[src/rtl/matrix_pkg.sv]
// Shared constants, state encoding and address helpers for the
// matrix slot allocator.
package matrix_pkg;

    localparam int DIM_MAX         = 5;
    localparam int CLASS_NUM       = 25;
    localparam int SLOTS_PER_CLASS = 2;
    localparam int CLS_W           = 5;

    // First word of each class region; each region is 2*m*n words
    localparam int REGION_BASE [CLASS_NUM] = '{
          0,   2,   6,  12,  20,
         30,  34,  42,  54,  70,
         90,  96, 108, 126, 150,
        180, 188, 204, 228, 260,
        300, 310, 330, 360, 400
    };

    typedef enum logic [1:0] {
        S_IDLE,
        S_LOOKUP,
        S_GRANT,
        S_WAIT_COMMIT
    } state_t;

    function automatic logic [CLS_W-1:0] cls_of(
        input logic [2:0] m,
        input logic [2:0] n
    );
        return CLS_W'((int'(m) - 1) * DIM_MAX + int'(n) - 1);
    endfunction

    function automatic int slot_base(
        input logic [2:0] m,
        input logic [2:0] n,
        input logic       k
    );
        return REGION_BASE[cls_of(m, n)] + (k ? int'(m) * int'(n) : 0);
    endfunction

endpackage

[src/rtl/matrix_alloc_if.sv]
// Request/grant handshake between the input stage and the
// matrix slot allocator.
interface matrix_alloc_if #(
    parameter int ADDR_W = 9
);
    logic              i_dims_valid;
    logic [31:0]       i_dim_m;
    logic [31:0]       i_dim_n;
    logic              i_rx_done;
    logic              i_abort;
    logic [ADDR_W-1:0] o_base_addr;
    logic              o_addr_ready;
    logic              o_alloc_err;
    logic              o_busy;

    modport master (
        output i_dims_valid, i_dim_m, i_dim_n, i_rx_done, i_abort,
        input  o_base_addr, o_addr_ready, o_alloc_err, o_busy
    );

    modport slave (
        input  i_dims_valid, i_dim_m, i_dim_n, i_rx_done, i_abort,
        output o_base_addr, o_addr_ready, o_alloc_err, o_busy
    );
endinterface

[src/rtl/matrix_slot_table.sv]
// Per-class slot valid bits and older-slot pointer with victim select,
// lookup read and a single commit/clear write port.
module matrix_slot_table
    import matrix_pkg::*;
(
    input  logic             clk,
    input  logic             rst,
    input  logic [CLS_W-1:0] i_vs_cls,
    output logic             o_vs_slot,
    input  logic [CLS_W-1:0] i_lk_cls,
    output logic [1:0]       o_lk_valid,
    input  logic             i_wr_en,
    input  logic             i_wr_set,
    input  logic [CLS_W-1:0] i_wr_cls,
    input  logic             i_wr_slot
);
    logic [CLASS_NUM-1:0][1:0] r_valid;
    logic [CLASS_NUM-1:0]      r_older;
    logic [1:0]                w_v;
    logic                      w_o;

    always_ff @(posedge clk) begin
        if (rst) begin
            r_valid <= '0;
            r_older <= '0;
        end else if (i_wr_en) begin
            r_valid[i_wr_cls][i_wr_slot] <= i_wr_set;
            if (i_wr_set) begin
                r_older[i_wr_cls] <= ~i_wr_slot;
            end
        end
    end

    // Victim sees a same-cycle write so back-to-back requests on one
    // class do not pick the slot being committed.
    always_comb begin
        w_v = r_valid[i_vs_cls];
        w_o = r_older[i_vs_cls];
        if (i_wr_en && (i_wr_cls == i_vs_cls)) begin
            w_v[i_wr_slot] = i_wr_set;
            if (i_wr_set) begin
                w_o = ~i_wr_slot;
            end
        end
        o_vs_slot = !w_v[0] ? 1'b0 : (!w_v[1] ? 1'b1 : w_o);
    end

    assign o_lk_valid = r_valid[i_lk_cls];

endmodule

[src/rtl/matrix_alloc.sv]
// Matrix slot allocator: maps (m,n) requests onto two slots per size
// class, grants a base address and tracks commit/abort of the slot.
module matrix_alloc #(
    parameter int ADDR_W  = 9,
    parameter int DIM_MAX = matrix_pkg::DIM_MAX
) (
    input  logic              clk,
    input  logic              rst,
    matrix_alloc_if.slave     bus,
    input  logic [2:0]        i_q_m,
    input  logic [2:0]        i_q_n,
    input  logic              i_q_idx,
    output logic [ADDR_W-1:0] o_q_base,
    output logic              o_q_hit,
    output logic [1:0]        o_q_count
);
    import matrix_pkg::*;

    state_t            r_state;
    logic              r_dv_q;
    logic [2:0]        r_m;
    logic [2:0]        r_n;
    logic [CLS_W-1:0]  r_cls;
    logic              r_slot;
    logic [ADDR_W-1:0] r_base;
    logic              r_rdy;
    logic              r_err;
    logic [ADDR_W-1:0] r_q_base;
    logic              r_q_hit;
    logic [1:0]        r_q_count;

    logic              w_edge;
    logic              w_legal;
    logic              w_new;
    logic [CLS_W-1:0]  w_cls_new;
    logic              w_vs_slot;
    logic              w_we;
    logic              w_clr;
    logic              w_q_ok;
    logic [2:0]        w_qm;
    logic [2:0]        w_qn;
    logic [1:0]        w_lk_valid;

    always_comb begin
        w_edge    = bus.i_dims_valid & ~r_dv_q;
        w_legal   = (bus.i_dim_m >= 32'd1) && (bus.i_dim_m <= 32'(DIM_MAX))
                 && (bus.i_dim_n >= 32'd1) && (bus.i_dim_n <= 32'(DIM_MAX));
        w_new     = w_edge && w_legal;
        w_cls_new = w_legal ? cls_of(bus.i_dim_m[2:0], bus.i_dim_n[2:0]) : '0;
        w_we      = 1'b0;
        w_clr     = 1'b0;
        if (r_state == S_WAIT_COMMIT) begin
            if (bus.i_abort) begin
                w_clr = 1'b1;
            end else if (bus.i_rx_done || w_new) begin
                w_we = 1'b1;
            end
        end
        w_q_ok = (i_q_m >= 3'd1) && (int'(i_q_m) <= DIM_MAX)
              && (i_q_n >= 3'd1) && (int'(i_q_n) <= DIM_MAX);
        w_qm   = w_q_ok ? i_q_m : 3'd1;
        w_qn   = w_q_ok ? i_q_n : 3'd1;
    end

    matrix_slot_table u_tbl (
        .clk        (clk),
        .rst        (rst),
        .i_vs_cls   (w_cls_new),
        .o_vs_slot  (w_vs_slot),
        .i_lk_cls   (cls_of(w_qm, w_qn)),
        .o_lk_valid (w_lk_valid),
        .i_wr_en    (w_we | w_clr),
        .i_wr_set   (w_we),
        .i_wr_cls   (r_cls),
        .i_wr_slot  (r_slot)
    );

    always_ff @(posedge clk) begin
        if (rst) begin
            r_state <= S_IDLE;
            r_dv_q  <= 1'b0;
            r_m     <= 3'd0;
            r_n     <= 3'd0;
            r_cls   <= '0;
            r_slot  <= 1'b0;
            r_base  <= '0;
            r_rdy   <= 1'b0;
            r_err   <= 1'b0;
        end else begin
            r_dv_q <= bus.i_dims_valid;
            r_rdy  <= 1'b0;
            r_err  <= 1'b0;
            unique case (r_state)
                S_IDLE: begin
                    if (w_new) begin
                        r_m     <= bus.i_dim_m[2:0];
                        r_n     <= bus.i_dim_n[2:0];
                        r_cls   <= w_cls_new;
                        r_slot  <= w_vs_slot;
                        r_state <= S_LOOKUP;
                    end else if (w_edge) begin
                        r_err <= 1'b1;
                    end
                end
                S_LOOKUP: begin
                    if (bus.i_abort) begin
                        r_state <= S_IDLE;
                    end else begin
                        r_base  <= ADDR_W'(slot_base(r_m, r_n, r_slot));
                        r_rdy   <= 1'b1;
                        r_state <= S_GRANT;
                    end
                end
                S_GRANT: begin
                    r_state <= bus.i_abort ? S_IDLE : S_WAIT_COMMIT;
                end
                S_WAIT_COMMIT: begin
                    if (bus.i_abort) begin
                        r_state <= S_IDLE;
                    end else if (w_new) begin
                        r_m     <= bus.i_dim_m[2:0];
                        r_n     <= bus.i_dim_n[2:0];
                        r_cls   <= w_cls_new;
                        r_slot  <= w_vs_slot;
                        r_state <= S_LOOKUP;
                    end else if (bus.i_rx_done) begin
                        r_state <= S_IDLE;
                    end
                end
            endcase
        end
    end

    always_ff @(posedge clk) begin
        if (rst) begin
            r_q_base  <= '0;
            r_q_hit   <= 1'b0;
            r_q_count <= 2'd0;
        end else begin
            r_q_hit   <= w_q_ok & w_lk_valid[i_q_idx];
            r_q_count <= w_q_ok ? 2'(w_lk_valid[0]) + 2'(w_lk_valid[1]) : 2'd0;
            r_q_base  <= w_q_ok ? ADDR_W'(slot_base(w_qm, w_qn, i_q_idx)) : '0;
        end
    end

    assign bus.o_base_addr  = r_base;
    assign bus.o_addr_ready = r_rdy;
    assign bus.o_alloc_err  = r_err;
    assign bus.o_busy       = (r_state != S_IDLE);
    assign o_q_base         = r_q_base;
    assign o_q_hit          = r_q_hit;
    assign o_q_count        = r_q_count;

endmodule

[src/flat_wrapper.sv]
// flat-port wrapper written by rule: the top's interface ports become plain ports
module matrix_alloc_flat import matrix_pkg::*;
#(
    parameter int ADDR_W  = 9,
    parameter int DIM_MAX = matrix_pkg::DIM_MAX
)
  (clk, rst, i_q_m, i_q_n, i_q_idx, o_q_base, o_q_hit, o_q_count, bus_i_dims_valid, bus_i_dim_m, bus_i_dim_n, bus_i_rx_done, bus_i_abort, bus_o_base_addr, bus_o_addr_ready, bus_o_alloc_err, bus_o_busy);
  matrix_alloc_if #(.ADDR_W(ADDR_W)) bus_i ();
  input  logic clk;
  input  logic rst;
  input  logic [2:0] i_q_m;
  input  logic [2:0] i_q_n;
  input  logic i_q_idx;
  output logic [ADDR_W-1:0] o_q_base;
  output logic o_q_hit;
  output logic [1:0] o_q_count;
  input wire logic [$bits(bus_i.i_dims_valid)-1:0] bus_i_dims_valid;
  input wire logic [$bits(bus_i.i_dim_m)-1:0] bus_i_dim_m;
  input wire logic [$bits(bus_i.i_dim_n)-1:0] bus_i_dim_n;
  input wire logic [$bits(bus_i.i_rx_done)-1:0] bus_i_rx_done;
  input wire logic [$bits(bus_i.i_abort)-1:0] bus_i_abort;
  output wire logic [$bits(bus_i.o_base_addr)-1:0] bus_o_base_addr;
  output wire logic [$bits(bus_i.o_addr_ready)-1:0] bus_o_addr_ready;
  output wire logic [$bits(bus_i.o_alloc_err)-1:0] bus_o_alloc_err;
  output wire logic [$bits(bus_i.o_busy)-1:0] bus_o_busy;
  assign bus_i.i_dims_valid = bus_i_dims_valid;
  assign bus_i.i_dim_m = bus_i_dim_m;
  assign bus_i.i_dim_n = bus_i_dim_n;
  assign bus_i.i_rx_done = bus_i_rx_done;
  assign bus_i.i_abort = bus_i_abort;
  assign bus_o_base_addr = bus_i.o_base_addr;
  assign bus_o_addr_ready = bus_i.o_addr_ready;
  assign bus_o_alloc_err = bus_i.o_alloc_err;
  assign bus_o_busy = bus_i.o_busy;
  matrix_alloc #(.ADDR_W(ADDR_W), .DIM_MAX(DIM_MAX)) u_core (.clk(clk), .rst(rst), .bus(bus_i), .i_q_m(i_q_m), .i_q_n(i_q_n), .i_q_idx(i_q_idx), .o_q_base(o_q_base), .o_q_hit(o_q_hit), .o_q_count(o_q_count));
endmodule
[config.mk]
export PLATFORM = sky130hd
export DESIGN_NAME = matrix_alloc_flat
export DESIGN_NICKNAME = d
export VERILOG_FILES = /design/src/rtl/matrix_pkg.sv /design/src/rtl/matrix_alloc_if.sv /design/src/rtl/matrix_slot_table.sv /design/src/rtl/matrix_alloc.sv /design/src/flat_wrapper.sv
export SDC_FILE = /design/constraint.sdc
export NUM_CORES = 1
export LEC_CHECK = 0
export BUFFER_PORTS_ARGS = -buffer_cell sky130_fd_sc_hd__buf_2
export CAP_MARGIN = 20
export CORE_ASPECT_RATIO = 1.5
export CORE_MARGIN = 8
export CORE_UTILIZATION = 30
export DETAILED_ROUTE_END_ITERATION = 8
export HOLD_SLACK_MARGIN = 0.05
export SETUP_SLACK_MARGIN = 0.2
export SLEW_MARGIN = 20
export SYNTH_ARGS = -nofsm -noshare
export SYNTH_HDL_FRONTEND = slang
export SYNTH_HIERARCHICAL = 1
export SYNTH_SLANG_ARGS = --single-unit
[constraint.sdc]
create_clock -name clk -period 5.7 [get_ports clk]
set_input_delay 0 -clock clk [delete_from_list [all_inputs] [get_ports clk]]
set_output_delay 0 -clock clk [all_outputs]
set_load 0.005 [all_outputs]
# [Yosys cells after proc, flatten, opt, wreduce, memory -nomap -nowiden]
# Memory sizes are Yosys's and may differ from the RTL's.
# Cells that the tools add are included.
[word_totals] elab_cells=170 inputBits=76 romBits=2048 mem_count=2 register_bits=113
[mem_list] name="(name not given)" depth=32 word_bits=32 read_ports=1 rd_ports_with_merged_regs=0 write_ports=0 line_no="matrix_pkg.sv:38" text="return REGION_BASE[cls_of(m, n)] + (k ? int'(m) * int'(n) : 0);"
[mem_list] name="(name not given)" depth=32 word_bits=32 read_ports=1 rd_ports_with_merged_regs=0 write_ports=0 line_no="matrix_pkg.sv:38"
[classes] n_eq_ne=7 muxes=57 addsub=12 reduce_logical=21 order_cmp=17 multipliers=5 n_bitwise=11
[op_table] operator="$mul A32 B4 Y5 const B" n=3
[op_table] operator="$ge A32 B1 Y1 const B" n=2
[op_table] operator="$le A32 B3 Y1 const B" n=2
[op_table] operator="$mux W9" n=6
[op_table] operator="$bwmux W50" n=1
[op_table] operator="$bwmux W25" n=1
[op_table] operator="$bmux W2 S5" n=2
[op_table] operator="$mux W2" n=10
[op_table] operator="$add A9 B9 Y9" n=2
[op_table] operator="$lt A5 B6 Y1 const B" n=3
[op_table] operator="$mux W1" n=18
[op_table] operator="$mux W3" n=6
[op_table] operator="$add A5 B4 Y5" n=3
[op_table] operator="$mux W5" n=3
[op_table] operator="$sub A5 B2 Y5 const B" n=3
[op_table] operator="$ge A6 B6 Y1 const B" n=2
[op_table] operator="$mul A3 B3 Y6" n=2
[op_table] operator="$not A5 Y6" n=2
[op_table] operator="$pmux W3 S2" n=2
[op_table] operator="$sub A3 B1 Y4 const B" n=3
[op_table] operator="$demux W2 S5" n=1
[op_table] operator="$logic_and A1 B1 Y1" n=10
[op_table] operator="$pmux W5 S2" n=1
[op_table] operator="$pmux W2 S4" n=1
[op_table] operator="other kinds (26)" n=41

# [Logic depth before layout (Yosys ltp)]
[depth] ltp_word=17 mapped_depth=28 mapped_depth_nobuf=27

# [Modules after synthesis]
# Netlist, hierarchy kept.
[modules_own_cells] mod="matrix_slot_table" instances=1 area_each_um2=4115.2 cells_per_inst=490
[modules_own_cells] mod="matrix_alloc" instances=1 area_each_um2=4017.6 cells_per_inst=471

# [Worst setup path after synthesis]
# Ideal clock, no wire load.
[synth_timing] kind="input-to-reg" from="in i_q_n[1]" to="reg u_core.r_q_base[8] (netlist: u_core/o_q_base[8])" setup_ns=0.121 n_path_buf=1 required_ns=5.579 path_stages=27 setup_slack_ns=0.355 t_arrival_ns=5.223 cell_sequence="nor3_4 nor2_1 nand2_1 nor2_1 ha_1 xor2_2 ha_1 ha_1 fa_1 ha_1 inv_1 fa_1 xor2_1 xnor2_1 xnor2_2 xnor2_2 buf_2 nor3_1 a21o_1 ha_1 a21o_1 a21o_1 a21oi_1 nor2b_1 nor2_1 nor4_4 mux2_4"
[synth_between] elab_chain_len=13 elab_cells_between_ends=19
[synth_rtl] item="from (decl)" line_no="flat_wrapper.sv:12" text="input logic [2:0] i_q_n;"
[synth_rtl] item="$ge A3 B1 Y1" line_no="matrix_alloc.sv:60" text="&& (i_q_n >= 3'd1) && (int'(i_q_n) <= DIM_MAX);"
[synth_rtl] item="$logic_and A1 B1 Y1 (2 in a row)" line_no="matrix_alloc.sv:60"
[synth_rtl] item="$mux W3" line_no="matrix_alloc.sv:61" text="w_qm = w_q_ok ? i_q_m : 3'd1;"
[synth_rtl] item="$sub A3 B1 Y4" line_no="matrix_pkg.sv:30" text="return CLS_W'((int'(m) - 1) * DIM_MAX + int'(n) - 1);"
[synth_rtl] item="$mul A32 B4 Y5" line_no="matrix_pkg.sv:30"
[synth_rtl] item="$add A5 B4 Y5" line_no="matrix_pkg.sv:30"
[synth_rtl] item="$sub A5 B2 Y5" line_no="matrix_pkg.sv:30"
[synth_rtl] item="$not A5 Y6 (not written as such)" line_no="matrix_pkg.sv:38"
[synth_rtl] item="$mem_v2 Z32 W32"
[synth_rtl] item="$mux W9 (not written as such) (2 in a row)" line_no="matrix_pkg.sv:38"
[synth_rtl] item="$add A9 B9 Y9" line_no="matrix_pkg.sv:38"
[synth_rtl] item="to (signal assigned)" line_no="matrix_alloc.sv:142" text="r_q_base <= w_q_ok ? ADDR_W'(slot_base(w_qm, w_qn, i_q_idx)) : '0;"
[synth_rtl] item="to (decl)" line_no="matrix_alloc.sv:28" text="logic [ADDR_W-1:0] r_q_base;"
# Several ways; a longest one is shown, not always the timed one. The select of a mux whose other input is x is not followed.
# A chain may end at the register's enable or synchronous reset.

# [Final worst setup path]
[layout_timing] from="in i_q_m[2]" to="reg u_core.r_q_base[8] (netlist: u_core/o_q_base[8])"
[layout_between] elab_chain_len=14 elab_cells_between_ends=20
[layout_rtl] item="from (decl)" line_no="flat_wrapper.sv:11" text="input logic [2:0] i_q_m;"
[layout_rtl] item="$ge A3 B1 Y1 or $le A3 B3 Y1 (tied branches)" line_no="matrix_alloc.sv:59" text="w_q_ok = (i_q_m >= 3'd1) && (int'(i_q_m) <= DIM_MAX)"
[layout_rtl] item="$logic_and A1 B1 Y1" line_no="matrix_alloc.sv:59"
[layout_rtl] item="$logic_and A1 B1 Y1 (2 in a row)" line_no="matrix_alloc.sv:60"
[layout_rtl] item="$mux W3" line_no="matrix_alloc.sv:61"
[layout_rtl] item="$sub A3 B1 Y4" line_no="matrix_pkg.sv:30"
[layout_rtl] item="$mul A32 B4 Y5" line_no="matrix_pkg.sv:30"
[layout_rtl] item="$add A5 B4 Y5" line_no="matrix_pkg.sv:30"
[layout_rtl] item="$sub A5 B2 Y5" line_no="matrix_pkg.sv:30"
[layout_rtl] item="$not A5 Y6 (not written as such)" line_no="matrix_pkg.sv:38"
[layout_rtl] item="$mem_v2 Z32 W32"
[layout_rtl] item="$mux W9 (not written as such) (2 in a row)" line_no="matrix_pkg.sv:38"
[layout_rtl] item="$add A9 B9 Y9" line_no="matrix_pkg.sv:38"
# Several ways; a longest one is shown, not always the timed one. The select of a mux whose other input is x is not followed.

==> summary.md <==
| Metric | Value |
|---|---|
| Post-Synthesis Cells | 961 |
| Maximum vdd drop | 0.212 mV |
| PD cells | 283 nW/µm² |
| Height of the chip | 218 µm |
| Critical path's most frequent cell | ha_1 |
| Clock Skews | 0.00859 ns |
| IO Pins | 100 |
| GP Congestion | 0.882 |
| Period utilization | 89.7% |
| FP Rows | 74 |
| Final min period | 5.11 ns |
| Initial antenna violation count | 0 |
| Headroom to the max-slew limit | 27.6% |
| WHS Path Cells | 2 |
| CP Depth | 25 |
| # diodes | 0 |
| Vias | 7,365 |
| Layout fillers | 2,769 |
| Worst path top cell family by delay | adder cells |
| Final WL | 23,600 µm |
| Number of global-route vias before repair | 7,483 |
| Placed Area | 8980 µm² |
| Gr usage total | 14.8% |
| Nets@finish | 1,214 |
| Arr. time, crit path | 5.42 ns |
| Worst-Skew Late Latency | 0.42 ns |
| Req. time, crit path | 6.01 ns |
| Post-Syn Nets | 1,118 |
| CTS tree | built |
| Final hold vios | 0 |
| Mean area per synthesized cell | 8.46 µm² |
| Port Buffers | 99 |
| Share of flip-flops with an asynchronous set or reset | 0% |
| CTS Buf Count | 17 |
| Hold Crit Class | input pin to register |
| R2R cell count | 22 |
| RSZ-0062 raised after global routing | no |
| CORE AREA | 26,900 µm² |
| Post-route cell area | 9730 µm² |
| CTS Buffer Depth | 2 |
| Largest net degree at the start of global routing | 63 |
| Setup Viol. Count Final | 0 |
| Syn Std Cell Area | 8130 µm² |
| CP Launch Type | input pin |
| Status | completed |
| Crit Path Class | input pin to register |
| Fin Setup TNS | 0 ns |
| Drt via density | 5.22 |
| Highest Clock Rate | 196 MHz |
| Final slew viol count | 0 |
| Number of enable flip-flop cells after synthesis | 0 |
| Starting Density | 30.2% |
| Maximum fanout along the worst path | 5 |
| CTS Root Cell | clkbuf_16 |
| Netlist cell types | 69 |
| Leakage power | 3.90 nW |
| Drt initial violations | 424 |
| Proportion of synthesized chip area in sequential cells | 27.8% |
| HPWL Detailed | 17,300 µm |
| CTS sink count | 113 |
| Critical Path Sink Type | register |
| Tightest Pin Transition | 1.09 ns |
| Die area | 32,700 µm² |
| Area delta synth->final | 19.7% |
| Die W | 150 µm |
| Routed Antenna Nets | 0 |
| Pre-antenna DRT Iters | 5 |
| Max-cap viol count | 0 |
| Layout cells sized above 1 | 17.8% |
| Routed len/inst | 16.7 µm |
| Prevailing post-synth register cell | dfxtp_1 |
| First-pass GRT wire length | 38,500 µm |
| Yosys warning total | 6 |
| Clk slew on worst S/H paths | 0.06 ns |
| CTS H-tree lvls | 4 |
| GRT Residual Overflow | 0 |
| Slowest stage delay, CP | 0.52 ns |
| Worst path slowest cell | fa_1 |
| DRC viols | 0 |
| #FFs+latches synth | 113 |
| Bufs and invs on worst path | 2 |
metrics by stage:
step | hold slack, ns | power (mW) | utilization (%) | instances | worst slack (ns)
floorplan | 0.128 | 1.43 | - | 961 | 0.355
global placement | 0.235 | 1.62 | 33.3 | 1367 | 0.229
detailed placement | 0.242 | 1.64 | 33.3 | 1367 | 0.120
CTS | 0.0921 | 2.79 | 36.1 | 1409 | 0.499
global route | 0.122 | 2.92 | 36.1 | 1411 | 0.220
finish | 0.0830 | 2.76 | 36.1 | 1411 | 0.585
cell type report:
class                   instances  area (µm²)  area share, %
repair buffers                130         758           7.79
clock inverters                11         160           1.65
flip-flops and latches        113        2260           23.3
well taps                     342         428           4.40
inverters                      63         236           2.43
multi-input cells             732        5420           55.7
clock buffers                  20         467           4.79
final timing paths:
kind	to	start	slack, ns
min reg2reg	u_core/bus.o_base_addr[3]$_SDFFE_PP0P_	u_core/bus.o_base_addr[3]$_SDFFE_PP0P_	0.45
max	u_core/o_q_base[8]$_SDFF_PP0_	i_q_m[2]	0.59
max reg2reg	u_core/bus.o_base_addr[7]$_SDFFE_PP0P_	u_core/r_m[1]$_SDFFE_PP0P_	0.68
min	u_core/u_tbl/r_valid[34]$_SDFFE_PP0P_	rst	0.08
power by group:
group	leakage (nW)	total, mW	internal (mW)	switching (mW)
logic	2.68	0.807	0.363	0.444
clock network	0.307	1.14	0.759	0.378
registers	0.912	0.816	0.812	0.00399
cells in the mapped netlist, types with 6 or more instances:
library cell / instances / share of area [%]
mux4_1: 10 / 3.2
xor2_1: 6 / 0.65
nand3b_1: 9 / 0.83
a21oi_1: 84 / 5.2
mux4_2: 15 / 4.2
nor2b_1: 16 / 1.2
inv_1: 63 / 2.9
a311oi_1: 15 / 1.6
a32oi_1: 12 / 1.3
nand2_1: 102 / 4.7
mux2i_1: 17 / 2.1
a31oi_1: 6 / 0.46
nor4_1: 15 / 1.2
buf_2: 6 / 0.37
nand3_1: 15 / 0.92
and2_1: 23 / 1.8
a22oi_1: 6 / 0.55
a211oi_1: 11 / 1.0
nor3_1: 18 / 1.1
nand4_1: 10 / 0.77
clkbuf_1: 44 / 2.0
a21o_1: 8 / 0.74
xnor2_1: 20 / 2.2
dfxtp_1: 113 / 28
o21ai_0: 49 / 3.0
nor2_1: 102 / 4.7
ha_1: 63 / 9.7
nor3b_1: 8 / 0.74
nand2b_1: 9 / 0.69
fa_1: 18 / 4.4
cell usage in the layout, fill, tap and decap left out, types with 11 or more instances in the layout:
master and instances:
mux4_2 15, o21ai_0 49, buf_2 98, a32oi_1 12
mux2i_1 17, nor4_1 15, inv_1 63, clkbuf_16 17
a211oi_1 11, fa_1 17, nand2_1 102, nor2_1 101
ha_1 63, dlygate4sd3_1 11, and2_1 23, dfxtp_1 112
xnor2_1 20, nor3_1 18, nor2b_1 16, a311oi_1 15
nand3_1 15, buf_4 21, a21oi_1 84
worst register-to-register path: stages (launching register included):
cell	delay (ns)
dfxtp_1	0.40
inv_1	0.11
ha_1	0.20
xor2_1	0.14
ha_1	0.28
ha_1	0.31
fa_1	0.48
ha_1	0.24
fa_2	0.41
xnor3_1	0.36
nor3_1	0.27
nand2_1	0.08
o21ai_0	0.10
ha_1	0.20
inv_1	0.06
fa_1	0.39
inv_1	0.07
a21oi_1	0.07
o21bai_1	0.20
a21o_1	0.15
nand2_1	0.06
xor2_1	0.16
a211oi_1	0.22
logic make-up (layout without fill, tap and decap cells):
logic type               count (synthesis)  in the layout  share of synthesized area (%)
AND/OR/NAND/NOR                        354            354                           21.7
flip-flops                             113            113                           27.8
XOR/XNOR                                30             30                           3.68
adder cells (fa/ha/maj)                 81             81                           14.1
multiplexers                            48             48                           10.4
buffers and inverters                  116            224                           5.58
AO/OA/AOI/OAI                          219            219                           16.7
timing repair:
item | CTS | global route
hold endpoints to repair | 13 | 0
resized for setup | 0 | 2
setup endpoints to repair | 0 | 3
buffers inserted | 0 | 2
hold buffers | 11 | 0
state kept, by name, indices dropped and copies added, names as in the netlist, 2 cells and up:
name                    count
u_core/o_q_count            2
u_core/r_n                  3
u_core/r_state              2
u_core/o_q_base             9
u_core/u_tbl/r_older       25
u_core/bus.o_base_addr      9
u_core/r_cls                5
u_core/u_tbl/r_valid       50
u_core/r_m                  3
metal layers:
metal | routed length (µm) | up-vias | GRT usage [%]
met5 | 0 | - | 0
met4 | 750 | 0 | 6.89
met3 | 1190 | 49 | 2.93
met2 | 12500 | 224 | 27.1
met1 | 9220 | 3484 | 15.8
li1 | - | 3608 | -
(Power assumes the default switching activity.)
